===== src/rtl/instr_fetch_unit.sv =====
// Fetch front end: owns the fetch PC, runs a single-outstanding req/ack to
// instruction memory and queues returned words with their PCs for decode.
//
// state   | meaning
// IDLE    | no request; waiting for queue room
// FETCH   | request for fetch_pc outstanding; acked data is queued
// DISCARD | request for a stale address outstanding; acked data is dropped
module instr_fetch_unit #(
    parameter logic [31:0] RESET_PC    = 32'h0000_0000,
    parameter int unsigned QUEUE_DEPTH = 2
) (
    input  logic        clk_i,
    input  logic        rst_i,
    output logic        imem_req_o,
    output logic [31:0] imem_addr_o,
    input  logic        imem_ack_i,
    input  logic [31:0] imem_data_i,
    input  logic        redirect_i,
    input  logic [31:0] redirect_pc_i,
    output logic        instr_valid_o,
    input  logic        instr_ready_i,
    output logic [31:0] instr_o,
    output logic [31:0] pc_o,
    output logic [31:0] pc_plus4_o,
    output logic [15:0] imm16_o
);

    localparam int unsigned PTR_W = $clog2(QUEUE_DEPTH);
    localparam int unsigned CNT_W = PTR_W + 1;
    localparam logic [CNT_W-1:0] DEPTH_C = CNT_W'(QUEUE_DEPTH);

    typedef enum logic [1:0] {
        S_IDLE    = 2'd0,
        S_FETCH   = 2'd1,
        S_DISCARD = 2'd2
    } state_e;

    state_e            state_q;
    logic [31:0]       fetch_pc_q;
    logic [31:0]       target_pc_q;
    logic [31:0]       q_pc_q    [QUEUE_DEPTH];
    logic [31:0]       q_instr_q [QUEUE_DEPTH];
    logic [PTR_W-1:0]  rd_ptr_q;
    logic [PTR_W-1:0]  wr_ptr_q;
    logic [CNT_W-1:0]  count_q;
    logic [CNT_W-1:0]  count_d;
    logic [31:0]       redir_pc;
    logic              push;
    logic              pop;

    assign redir_pc = redirect_pc_i & 32'hFFFF_FFFC;

    // A redirect kills both the incoming word and any pop in the same cycle.
    assign push = (state_q == S_FETCH) && imem_ack_i && !redirect_i;
    assign pop  = instr_valid_o && instr_ready_i && !redirect_i;

    always_comb begin
        count_d = count_q;
        if (push && !pop) begin
            count_d = count_q + CNT_W'(1);
        end else if (!push && pop) begin
            count_d = count_q - CNT_W'(1);
        end
    end

    always_ff @(posedge clk_i or negedge rst_i) begin
        if (!rst_i) begin
            state_q     <= S_IDLE;
            fetch_pc_q  <= RESET_PC;
            target_pc_q <= RESET_PC;
            rd_ptr_q    <= '0;
            wr_ptr_q    <= '0;
            count_q     <= '0;
            for (int i = 0; i < int'(QUEUE_DEPTH); i++) begin
                q_pc_q[i]    <= '0;
                q_instr_q[i] <= '0;
            end
        end else begin
            if (push) begin
                q_pc_q[wr_ptr_q]    <= fetch_pc_q;
                q_instr_q[wr_ptr_q] <= imem_data_i;
                wr_ptr_q            <= wr_ptr_q + PTR_W'(1);
            end
            if (pop) begin
                rd_ptr_q <= rd_ptr_q + PTR_W'(1);
            end
            count_q <= count_d;
            if (redirect_i) begin
                rd_ptr_q <= '0;
                wr_ptr_q <= '0;
                count_q  <= '0;
            end

            case (state_q)
                S_IDLE: begin
                    if (redirect_i) begin
                        fetch_pc_q <= redir_pc;
                        state_q    <= S_FETCH;
                    end else if (count_q != DEPTH_C) begin
                        state_q <= S_FETCH;
                    end
                end
                S_FETCH: begin
                    if (redirect_i) begin
                        if (imem_ack_i) begin
                            fetch_pc_q <= redir_pc;
                        end else begin
                            // Address must stay stable until the stale ack lands.
                            target_pc_q <= redir_pc;
                            state_q     <= S_DISCARD;
                        end
                    end else if (imem_ack_i) begin
                        fetch_pc_q <= fetch_pc_q + 32'd4;
                        if (count_d == DEPTH_C) begin
                            state_q <= S_IDLE;
                        end
                    end
                end
                S_DISCARD: begin
                    if (imem_ack_i) begin
                        fetch_pc_q <= redirect_i ? redir_pc : target_pc_q;
                        state_q    <= S_FETCH;
                    end else if (redirect_i) begin
                        target_pc_q <= redir_pc;
                    end
                end
                default: state_q <= S_IDLE;
            endcase
        end
    end

    assign imem_req_o    = (state_q == S_FETCH) || (state_q == S_DISCARD);
    assign imem_addr_o   = fetch_pc_q;
    assign instr_valid_o = (count_q != '0);
    assign instr_o       = q_instr_q[rd_ptr_q];
    assign pc_o          = q_pc_q[rd_ptr_q];
    assign pc_plus4_o    = pc_o + 32'd4;
    assign imm16_o       = instr_o[15:0];

endmodule


===== config.mk =====
export PLATFORM = sky130hd
export DESIGN_NAME = instr_fetch_unit
export DESIGN_NICKNAME = d
export VERILOG_FILES = /design/src/rtl/instr_fetch_unit.sv
export SDC_FILE = /design/constraint.sdc
export NUM_CORES = 1
export LEC_CHECK = 0
export CAP_MARGIN = 10
export CORE_MARGIN = 2
export CORE_UTILIZATION = 43
export DETAILED_ROUTE_END_ITERATION = 16
export GPL_TIMING_DRIVEN = 0
export PLACE_DENSITY = 0.81
export SLEW_MARGIN = 20
export SYNTH_ARGS = -nofsm -noshare
export SYNTH_HDL_FRONTEND = slang
export SYNTH_SLANG_ARGS = --single-unit
export TNS_END_PERCENT = 10

===== constraint.sdc =====
create_clock -name clk_i -period 3.1 [get_ports clk_i]
set_clock_uncertainty 0.1 [all_clocks]
set_input_delay 0.31 -clock clk_i [delete_from_list [all_inputs] [get_ports clk_i]]
set_output_delay 0.31 -clock clk_i [all_outputs]
set_load 0.1 [all_outputs]

==> results.md <==
Clock tree:
- The later pin in the worst-skew pair is clocked with a latency of ~0.44 ns.
- TritonCTS built the clock tree.
- The clock transition at the registers of the reported paths is 0.07 ns.
- In this run the deepest clock path goes through 2 buffers.
- The number of H-tree levels is 4.
- The number of buffers inserted during clock tree synthesis is 17.
- The clock sink total is between 150 and 200.
- The clock root buffer is clkbuf_16.

Global route:
- The total overflow left after global routing is 0.
- The first global-routing pass estimated 48,400 um of wire.
- The combined global-route utilization of all metal layers is between 20% and 30%.
- The number of antenna violations at the first check in global routing is 0.
- The via count of the first global-routing pass came to 8,784.
- Entering global routing, the biggest net connects 86 pins.

Yosys:
- In this run, synthesis inferred 0 flip-flops with an integrated enable.
- Of all cell types, the one taking the most synthesized area is dfrtp_1.
- The multiplexer share of the synthesized area is 23.2%.
- The cell area that synthesis handed to floorplanning was 0.0106 mm^2.
- The xor/xnor cell area share of the yosys netlist is between 2 and 3%.
- The total nets after synthesis is 1,015.
- The dominant combinational cell family by area after synthesis is multiplexers.
- Summing the areas of all compound-gate instances in the mapped netlist gives about a tenth of the synthesized area.
- The most used flip-flop cell after synthesis is dfrtp_1.
- Counting every instance in the synthesized netlist gives ~940.
- The synthesized netlist devotes 1.07% of its cell area to adder and majority cells.
- The sequential element share of the synthesized area is 46.9%.
- The most repeated cell in the gate-level netlist after synthesis is mux2_2.
- After synthesis, the most frequently instantiated cells are mux2_2 (211), dfrtp_1 (198), nor2_1 (62).
- Counting flops and latches in the post-synthesis netlist gives 198.
- The distinct cell type count after synthesis is 61.
- The average instance in the mapped netlist occupies 11.3 um^2.
- After synthesis, the largest area contributor takes up 46.9% of total cell area.
- The share of synthesized cell area in and, or, nand and nor gates is 11.1%.
- After synthesis, the cell types taking the most area are dfrtp_1 (47%), mux2_2 (23%), nor2_1 (2.2%).
- The count of synthesis-stage warnings from yosys is 0.
- After synthesis, the share of flip-flops with an asynchronous set or reset is 100%.

Floorplanning:
- The die is 161 um wide.
- Once the floorplan was initialized, standard cells occupied approximately 44% of the core.
- The vertical extent of the die is 161 um.
- The region available for standard cell placement spans 0.0242 mm^2.
- During I/O placement, the number of pins put on the boundary was ~220.
- The overall die area is 0.0258 mm^2.
- The initialized floorplan defines 57 standard-cell rows.

STA:
- The total count of hold-check failures in the final report is 0.
- The final setup violation count is 23.
- The routed design could run at a clock period as short as 3.48 ns.
- The final worst-path cycle share is 112%.
- Setup repair after global routing could not meet its margin everywhere.
- The maximum clock rate is 0.287 GHz.
- The smallest setup slack after layout is -0.385 ns.
- The measured slew at the worst slew-check pin is around 1.1 ns.
- The setup TNS after final layout is -4.78 ns.
- Measured against its own limit, the worst slew margin works out to 29.7%.
- The final-report max-slew violation count is 0.

Detailed routing:
- Dividing the detail-routed wire length by the instance count gives 20.3 um.
- The count of nets left with antenna violations once routing finished came out at 0.
- The sum of routed wire length over all layers is 31,100 um.
- After the first detailed-routing iteration, the DRC count stood at 825.
- For this run, design rule violations remaining after detail routing come to 0.
- Dividing the detail-routed via count by the number of cells gives 5.69.
- The number of iterations in the first detailed-routing pass is 5.
- The via count is 8,721.

Worst setup path:
- The slowest stage of the critical path belongs to the cell dfrtp_1.
- The worst register-to-register path begins at state_q[0]$_DFFE_PN0P_.
- The reg2reg setup slack is between 0.2 and 0.25 ns.
- Data arrives at the worst endpoint at 3.07 ns.
- Together, buffers and inverters on the worst path number 7.
- The worst setup path is captured at a primary output.
- The sort of element at the start of the critical path is a flop.
- Along the worst path, the maximum fanout reaches 6.
- The largest single stage delay on the critical path is 0.39 ns.
- By startpoint and endpoint, the worst setup path is classified as flop to primary output.
- In this design, the critical path's most frequently occurring cell is buf_12.
- In this run the critical register-to-register path is captured at imem_addr_o[31]$_DFFE_PN0P_.
- The kind of cell adding the most delay to the critical path is buffers and inverters.
- The path depth of the worst reg2reg path is 10.
- The required time at the endpoint of the critical path is 2.69 ns.
- Walking the worst path, the cells encountered are buf_6, buf_12, buf_12, buf_12, buf_12, mux2i_4, clkinvlp_4, ha_4, a21boi_4, and3_4, nand4_1, xnor2_4, buf_12.

Placement:
- Including well taps, the total number of placed cells is 1,474.
- The half-perimeter wire length after placement is 22,500 um.
- The congestion estimate from routability-driven global placement came to 0.942.
- In this run the tool buffered the top-level ports with 211 buffer cells.

Final layout:
- The number of nets in the layout is between 1,000 and 1,500.
- The antenna cell count is 0.
- The number of standard cells in the final layout excluding fillers is 1,533.
- The synthesis-to-finish area growth is 36.5%.
- At the end of the flow the core is filled with cells to 59.6%.
- The ratio of cells with drive above 1 in the final layout is 36.3%.

Flow run:
- The tool flagged a number of max-cap violations equal to 0.

Status:
- The final reports fail on negative setup slack.
- The flow ran to the end, but the final reports show violations.

Min path:
- The path type of the worst min-delay path is input port to async pin.
[timing repair]
item | 4_1_cts | 5_1_grt
hold endpoints to repair | 58 | 0
setup buffers | 21 | 5
endpoints found under the setup margin | 117 | 61
hold buffers | 1 | 0
gates resized for setup | 341 | 52
pin swaps | 14 | 9
cloned | 1 | 0
[final cells by class]
cell class / instances / area, um^2
multi-input combinational: 645 / 5460
inverter: 17 / 67.6
clock buffer: 17 / 425
clock inverter: 15 / 203
fill: 2012 / 9770
buffer: 76 / 489
tap: 324 / 405
sequential: 198 / 4950
timing repair buffer: 241 / 2400
[stage by stage]
step	cell area (um^2)	setup WS [ns]	hold WS [ns]
finish	14400	-0.385	0.275
global route	14400	-0.514	0.311
CTS	14400	-0.497	0.289
detailed placement	13400	-1.42	0.162
global placement	13400	-6.51	0.381
floorplan	10900	-1.33	-0.0856
[cell families (layout without fill, tap and decap cells)]
group / count (synthesis) / in the layout
adder cells (fa/ha/maj): 9 / 9
buffers and inverters: 94 / 366
multiplexers: 218 / 218
AND/OR/NAND/NOR: 228 / 228
flip-flops: 198 / 198
AO/OA/AOI/OAI: 157 / 157
XOR/XNOR: 33 / 33
[routing by layer]
layer,track usage [%],wire length [um],vias to the layer above
met4,7.99,735,0
met2,41.3,15500,389
met3,3.62,1810,54
met1,30.8,13100,4336
met5,0,0,-
li1,-,-,3942
[state kept, by name, summed over array words and instances, names as in the netlist]
name         count
rd_ptr_q         1
wr_ptr_q         1
imem_addr_o     32
count_q          2
q_pc_q          64
q_instr_q       64
target_pc_q     32
state_q          2
[worst max path at each step]
| stage | startpoint | end | slack (ns) | depth (start not counted) |
|---|---|---|---|---|
| 2_1_floorplan | rd_ptr_q$_DFFE_PN0P_ | pc_plus4_o[28] | -1.33 | 12 |
| 6_report | rd_ptr_q$_DFFE_PN0P_ | pc_plus4_o[26] | -0.38 | 13 |
| 3_3_place_gp | rst_i | q_pc_q[32]$_DFFE_PN0P_ | -6.51 | 1 |
| 4_1_cts | rd_ptr_q$_DFFE_PN0P_ | pc_plus4_o[26] | -0.50 | 14 |
| 5_1_grt | rd_ptr_q$_DFFE_PN0P_ | pc_plus4_o[26] | -0.51 | 13 |
| 3_5_place_dp | rd_ptr_q$_DFFE_PN0P_ | pc_plus4_o[30] | -1.42 | 12 |
[cells in the final DEF, fill, tap and decap left out, types with 6 or more instances in the layout]
cell type,instances
mux2_2,210
dfrtp_1,198
clkdlybuf4s50_1,98
nor2_1,60
buf_4,59
nand2_1,46
o21ai_0,45
dlygate4sd2_1,34
nand3_1,25
buf_2,23
a21oi_1,22
clkbuf_1,20
nand4_1,20
buf_6,18
buf_12,17
clkbuf_16,17
inv_1,16
clkbuf_2,15
clkdlybuf4s15_2,15
nor3_1,12
a221o_1,11
nand3b_1,10
xnor2_1,10
xor2_1,10
a32oi_1,9
nor2b_1,8
xnor2_4,8
a31oi_1,8
ha_1,8
a22oi_1,7
and2_1,6
a221oi_1,6
and4_1,6
and3_1,6
inv_6,6
Power is not shown: default switching activity piles up to over one toggle a cycle in this logic, so the estimate is an artifact.
